<file path="src/rtl/spi_ctrl_pkg.sv">
// Shared SPI controller definitions: frame FSM states, SPI mode encodings
// and the run-enable rule also used by the slave-select block.
package spi_ctrl_pkg;

    typedef enum logic [1:0] {
        IDLE = 2'd0,
        SEND = 2'd1,
        WAIT = 2'd2,
        GAP  = 2'd3
    } state_t;

    localparam logic [1:0] SPI_MODE_RUN  = 2'b00;
    localparam logic [1:0] SPI_MODE_WAIT = 2'b01;

    // Wait mode keeps running unless stop-in-wait is set; any other mode stops.
    function automatic logic run_en(input logic       mstr,
                                    input logic       spiswai,
                                    input logic [1:0] spi_mode);
        return mstr & ((spi_mode == SPI_MODE_RUN) |
                       ((spi_mode == SPI_MODE_WAIT) & ~spiswai));
    endfunction

endpackage

</file>
<file path="src/rtl/spi_rr_arbiter.sv">
// Round-robin arbiter: combinational one-hot pick of the first request at or
// after the pointer, with the pointer moving past the winner on each grant.
module spi_rr_arbiter #(
    parameter int NREQ = 2,
    parameter int IW   = (NREQ > 1) ? $clog2(NREQ) : 1
) (
    input  logic            clk,
    input  logic            rst_n,
    input  logic [NREQ-1:0] req,
    input  logic            advance,
    output logic [NREQ-1:0] grant,
    output logic [IW-1:0]   grant_idx,
    output logic            valid,
    output logic [IW-1:0]   ptr
);

    always_comb begin
        int j;
        j         = 0;
        grant     = '0;
        grant_idx = '0;
        valid     = 1'b0;
        for (int i = 0; i < NREQ; i++) begin
            j = int'(ptr) + i;
            if (j >= NREQ) begin
                j = j - NREQ;
            end
            if (!valid && req[j]) begin
                valid     = 1'b1;
                grant_idx = IW'(j);
                grant[j]  = 1'b1;
            end
        end
    end

    always_ff @(posedge clk or negedge rst_n) begin
        if (!rst_n) begin
            ptr <= '0;
        end else if (advance && valid) begin
            ptr <= (int'(grant_idx) == NREQ - 1) ? '0 : grant_idx + IW'(1);
        end
    end

endmodule

</file>
<file path="src/rtl/spi_xfer_sequencer.sv">
// Per-frame SPI controller: arbitrates requesters, launches one frame on the
// datapath, returns RX data with done/err to the owner, then holds a frame gap.
module spi_xfer_sequencer #(
    parameter int NREQ  = 2,
    parameter int DW    = 8,
    parameter int TO_W  = 16,
    parameter int GAP_W = 4
) (
    input  logic               PCLK,
    input  logic               PRESET_n,
    input  logic               mstr_i,
    input  logic               spiswai_i,
    input  logic [1:0]         spi_mode_i,
    input  logic [TO_W-1:0]    timeout_i,
    input  logic [GAP_W-1:0]   gap_i,
    input  logic [NREQ-1:0]    req_i,
    input  logic [NREQ*DW-1:0] tx_data_i,
    output logic [NREQ-1:0]    gnt_o,
    output logic [NREQ-1:0]    done_o,
    output logic               err_o,
    output logic [DW-1:0]      rx_data_o,
    output logic               send_data_o,
    output logic [DW-1:0]      mosi_data_o,
    input  logic               receive_data_i,
    input  logic [DW-1:0]      miso_data_i,
    output logic               busy_o
);

    import spi_ctrl_pkg::*;

    localparam int IW = (NREQ > 1) ? $clog2(NREQ) : 1;

    state_t            state;
    state_t            state_next;
    logic              run;
    logic              grant_take;
    logic              frame_end;
    logic              frame_err;
    logic              timed_out;
    logic [NREQ-1:0]   pick_grant;
    logic [IW-1:0]     pick_idx;
    logic              pick_valid;
    logic [IW-1:0]     rr_ptr;
    logic [NREQ-1:0]   owner_mask;
    logic [TO_W-1:0]   to_cnt;
    logic [GAP_W-1:0]  gap_cnt;

    assign run       = run_en(mstr_i, spiswai_i, spi_mode_i);
    assign timed_out = (timeout_i != '0) && (to_cnt == timeout_i - TO_W'(1));
    assign busy_o    = (state != IDLE);

    spi_rr_arbiter #(
        .NREQ (NREQ),
        .IW   (IW)
    ) u_arbiter (
        .clk       (PCLK),
        .rst_n     (PRESET_n),
        .req       (req_i),
        .advance   (grant_take),
        .grant     (pick_grant),
        .grant_idx (pick_idx),
        .valid     (pick_valid),
        .ptr       (rr_ptr)
    );

    always_ff @(posedge PCLK or negedge PRESET_n) begin
        if (!PRESET_n) begin
            state <= IDLE;
        end else begin
            state <= state_next;
        end
    end

    // A receive in the same cycle as an abort or timeout still completes cleanly.
    always_comb begin
        state_next = state;
        grant_take = 1'b0;
        frame_end  = 1'b0;
        frame_err  = 1'b0;
        case (state)
            IDLE: begin
                if (run && pick_valid) begin
                    grant_take = 1'b1;
                    state_next = SEND;
                end
            end
            SEND: begin
                state_next = WAIT;
            end
            WAIT: begin
                if (receive_data_i) begin
                    frame_end  = 1'b1;
                    state_next = GAP;
                end else if (!run || timed_out) begin
                    frame_end  = 1'b1;
                    frame_err  = 1'b1;
                    state_next = GAP;
                end
            end
            GAP: begin
                if (gap_cnt == '0) begin
                    state_next = IDLE;
                end
            end
            default: begin
                state_next = IDLE;
            end
        endcase
    end

    always_ff @(posedge PCLK or negedge PRESET_n) begin
        if (!PRESET_n) begin
            gnt_o       <= '0;
            done_o      <= '0;
            err_o       <= 1'b0;
            send_data_o <= 1'b0;
            rx_data_o   <= '0;
            mosi_data_o <= '0;
            owner_mask  <= '0;
            to_cnt      <= '0;
            gap_cnt     <= '0;
        end else begin
            gnt_o       <= '0;
            done_o      <= '0;
            err_o       <= 1'b0;
            send_data_o <= 1'b0;
            if (grant_take) begin
                gnt_o       <= pick_grant;
                owner_mask  <= pick_grant;
                mosi_data_o <= tx_data_i[int'(pick_idx)*DW +: DW];
            end
            if (state == SEND) begin
                send_data_o <= 1'b1;
                to_cnt      <= '0;
            end
            if (state == WAIT && to_cnt != '1) begin
                to_cnt <= to_cnt + TO_W'(1);
            end
            // Aborted frames keep the previous RX byte visible.
            if (frame_end) begin
                done_o  <= owner_mask;
                err_o   <= frame_err;
                gap_cnt <= gap_i;
                if (!frame_err) begin
                    rx_data_o <= miso_data_i;
                end
            end
            if (state == GAP && gap_cnt != '0) begin
                gap_cnt <= gap_cnt - GAP_W'(1);
            end
        end
    end

endmodule

</file>
<file path="config.mk">
export PLATFORM = sky130hd
export DESIGN_NAME = spi_xfer_sequencer
export DESIGN_NICKNAME = d
export VERILOG_FILES = /design/src/rtl/spi_ctrl_pkg.sv /design/src/rtl/spi_rr_arbiter.sv /design/src/rtl/spi_xfer_sequencer.sv
export SDC_FILE = /design/constraint.sdc
export NUM_CORES = 1
export LEC_CHECK = 0
export ABC_AREA = 1
export ABC_CLOCK_PERIOD_IN_PS = 3800
export CAP_MARGIN = 10
export CORE_MARGIN = 2
export CORE_UTILIZATION = 40
export CTS_CLUSTER_SIZE = 14
export DETAILED_ROUTE_END_ITERATION = 8
export PLACE_DENSITY = 0.67
export SYNTH_ARGS = -nofsm -noshare
export SYNTH_HDL_FRONTEND = slang
export SYNTH_SLANG_ARGS = --single-unit
export TNS_END_PERCENT = 30
</file>
<file path="constraint.sdc">
create_clock -name PCLK -period 3.8 [get_ports PCLK]
set_clock_uncertainty 0.2 [all_clocks]
set_input_delay 0.76 -clock PCLK [delete_from_list [all_inputs] [get_ports PCLK]]
set_output_delay 0.76 -clock PCLK [all_outputs]
set_load 0.02 [all_outputs]
</file>
==> impl_results.md <==
* First-pass GRT wire length at 11920 um
* GR peak layer: met2
* Antenna Nets Post-Route at 0
* Worst VDD drop at 0.0003059 V
* Reg2reg end: state[0]
* Post-Layout Cell Count at 573
* Mapped Area at slightly above 0.003 mm^2
* M1 GR Usage at 0.2159
* Post-CTS Setup Bufs at 0
* Worst path max stage delay at 430 ps
* Post-synth top cells: nand2_1, inv_1, dfrtp_1
* CTS max path bufs at 2
* Setup CP Type: primary input to flop
* Worst r2r src: state[0]
* Wire per inst at approximately 12 um
* Flops & latches, synth at 47
* ANT cells at 0
* Max-Cap Viols at 0
* Post-synth EDFFs at 0
* Startpoint types: primary input
* Crit path buf inv count at 2
* Synthesized area per cell at 7.717 um^2
* Final WL at 6898 um
* Placer congestion estimate at 0.8362
* Global route total overflow at 0
* Rows at 31
* Post-synthesis adder-cell area fraction at 0.02881
* Fill cells at 730
* HP Class: primary input to async pin
* Overall Global Routing Usage at 0.1722
* Main combinational cell family by area after synthesis: simple AND/OR/NAND/NOR gates
* Worst path cell trace: clkdlybuf4s50_1 > inv_1 > ha_1 > nand2_4 > nor2_4 > nand3_1 > nor2_1 > nor2_1 > nand2_1 > nor2_2 > nand2_2 > nand3_2 > nand2_4 > nand2_4 > nand2_1 > nand2_1
* Detailed Place HPWL at ~5500 um
* TNS Setup at 0 ps
* Largest net degree at the start of global routing at 33
* Worst reg2reg setup slack at 1430 ps
* Mux share of post-synthesis cell area at 0.02963
* Worst EP required at between 3000 and 4000 ps
* Vias per cell at between 4 and 5
* Buffers added on ports at 75
* Hold_buf cts at 0
* Cell accounting for the most synthesized area: dfrtp_1
* Initial Util at 0.4170
* Status: completed
* Die area at 0.008315 mm^2
* CP Capture Type: flop
* Warnings from Yosys at 0
* Leak pwr at 1.836 nW
* Vias in the first global route at 2788
* Cell with the most instances after synthesis: nand2_1
* Post-route DRC at 0
* Core area at 0.007292 mm^2
* Place WS at 641.7 ps
* FF/Latch Area at roughly 0.0012 mm^2
* Crit-path max FO at 7
* DRT iter0 DRCs at 191
* Root Buffer: clkbuf_8
* Die height at just over 90 um
* TritonCTS clock tree: built
* Area taken by multi-input logic gates at 0.001643 mm^2
* Met2 Track Usage GR at 0.3006
* Sink Count at 47
* Final setup viols at 0
* I/O Pins at 76
* Final hold viol count at 0
* Relative slew slack at 0.4386
* R2R cell count at 8
* Compound-gate portion of the synthesized area at 0.08807
* Pwr dens at roughly 520 mW/mm^2
* Final period util at 0.7444
* Post-synthesis xor/xnor area fraction at 0.06049
* TritonCTS Buffers at 5
* Ys flop type: dfrtp_1
* DR vias at about 2700
* # H-tree levels at 2
* Post-synthesis sequential area ratio at 0.3868
* Placed Instances at ~570
* Final WS setup at 971.5 ps
* First-pass DRT Iterations at 4
* Layout cell share with drive strength beyond 1 at 0.1076
* Fmax at 353.5 MHz
* Post-synthesis net count at 454
* Worst slew pin tran at 842.1 ps
* RSZ-0062 raised after global routing: false
* Layout Nets at 533
* Final instance area at approximately 0.004 mm^2
* Post-synth top area share at 0.3868
* Final period demand of the worst path at 2829 ps
* Post-synth cell types at 39
* Post-CTS Resized at 0
* Syn-to-layout area delta at 30.91%
* Top cell family by delay on the critical path: simple AND/OR/NAND/NOR gates
* Die X at 91.19 um
* Worst skew pair latency at 290 ps
* Post-synthesis cell count at 394
* Met3 usage at 0.04066
* Worst path arrival time at about 2800 ps
* Post-place instance area at 0.003895 mm^2
* Slowest stage cell on the critical path: clkdlybuf4s50_1
* Initial antenna violation count at 0
* Simple logic cell fraction of the synthesized area at 0.3333
* Slew Limit Fails at 0
* Synth top area cells: dfrtp_1, nand2_1, inv_1, nand3_1, xor2_1
* Asr flop ratio synth at 1.000
* Clock transition at path regs at 90 ps
[metrics by stage]
step,util,hold slack [ps],power (W)
after floorplan,-,260.0,0.001413
after global placement,0.5341,288.3,0.001795
after detailed placement,0.5341,293.7,0.001813
after CTS,0.5458,316.4,0.002117
after global routing,0.5458,337.9,0.002247
final,0.5458,310.1,0.002086
[area by class of cell]
class	count	area share
sequential	47	0.2955
tap	99	0.03112
inverter	51	0.04810
multi-input combinational	291	0.4128
clock buffer	6	0.01823
timing repair buffer	77	0.1911
clock inverter	2	0.003144
[cells in the final DEF, fill, tap and decap left out, types with 2 or more instances in the layout]
master             n
nand3_1           29
o32ai_1            2
nor2_4             6
nand3_2            2
nor2_2             4
dfrtp_1           47
buf_4              2
nand2_2            8
a21oi_1            5
o21bai_1           2
clkbuf_8           5
nand2_4            3
nand4_1            4
a31oi_1            8
or2_2              2
clkdlybuf4s50_1   74
mux2_2             8
nor2_1            37
nor4_1             2
o22ai_1            7
o21ai_0           11
xor2_1            16
inv_1             48
inv_2              2
ha_1               7
nor3_4             2
nand2_1          106
xnor2_1            5
o21ai_1            2
and2_1             2
nand3b_1           4
[logic make-up (layout without fill, tap and decap cells)]
logic type                 count (synthesis)  after routing
muxes                                      8              8
and+or+nand+nor                          212            212
AOI/OAI and AO/OA                         43             43
adders and majority gates                  7              7
DFF                                       47             47
xor gates and xnor gates                  21             21
buffers and inverters                     56            136
[state kept, by name, summed over array words and instances (netlist names)]
signal         count
to_cnt            16
mosi_data_o        8
rx_data_o          8
gap_cnt            4
done_o             2
gnt_o              2
owner_mask         2
state              2
err_o              1
send_data_o        1
u_arbiter.ptr      1
[layer usage]
layer  part of all wire  vias up  wire length, um
li1                   -     1423                -
met1               0.46     1221             3151
met2               0.47       70             3250
met3              0.066        4              453
met4             0.0061        0               42
met5                  0        -                0
[power breakdown]
part | switching, W | internal [W]
clock | 0.000163 | 0.000129
combinational | 0.000579 | 0.000455
sequential | 0.0000935 | 0.000666
total | 0.000836 | 0.00125
[worst max-delay path by stage]
stage / slack, ps / to / startpoint / cells after the start
after floorplan: 1400 / gap_cnt[2] / timeout_i[0] / 15
after global placement: 700 / gap_cnt[0] / timeout_i[0] / 16
after detailed placement: 640 / gap_cnt[0] / timeout_i[0] / 16
after CTS: 960 / gap_cnt[0] / timeout_i[0] / 16
after global routing: 790 / gap_cnt[2] / timeout_i[0] / 16
final: 970 / gap_cnt[0] / timeout_i[0] / 16
[worst reg2reg max path: cells and delay by family (launching register included)]
family / cells / cell delay, ps
buffers and inverters: 1 / 130
and+or+nand+nor: 3 / 250
AOI/OAI and AO/OA: 3 / 1050
adders and majority gates: 1 / 220
DFF: 1 / 420
(Power assumes the default switching activity.)
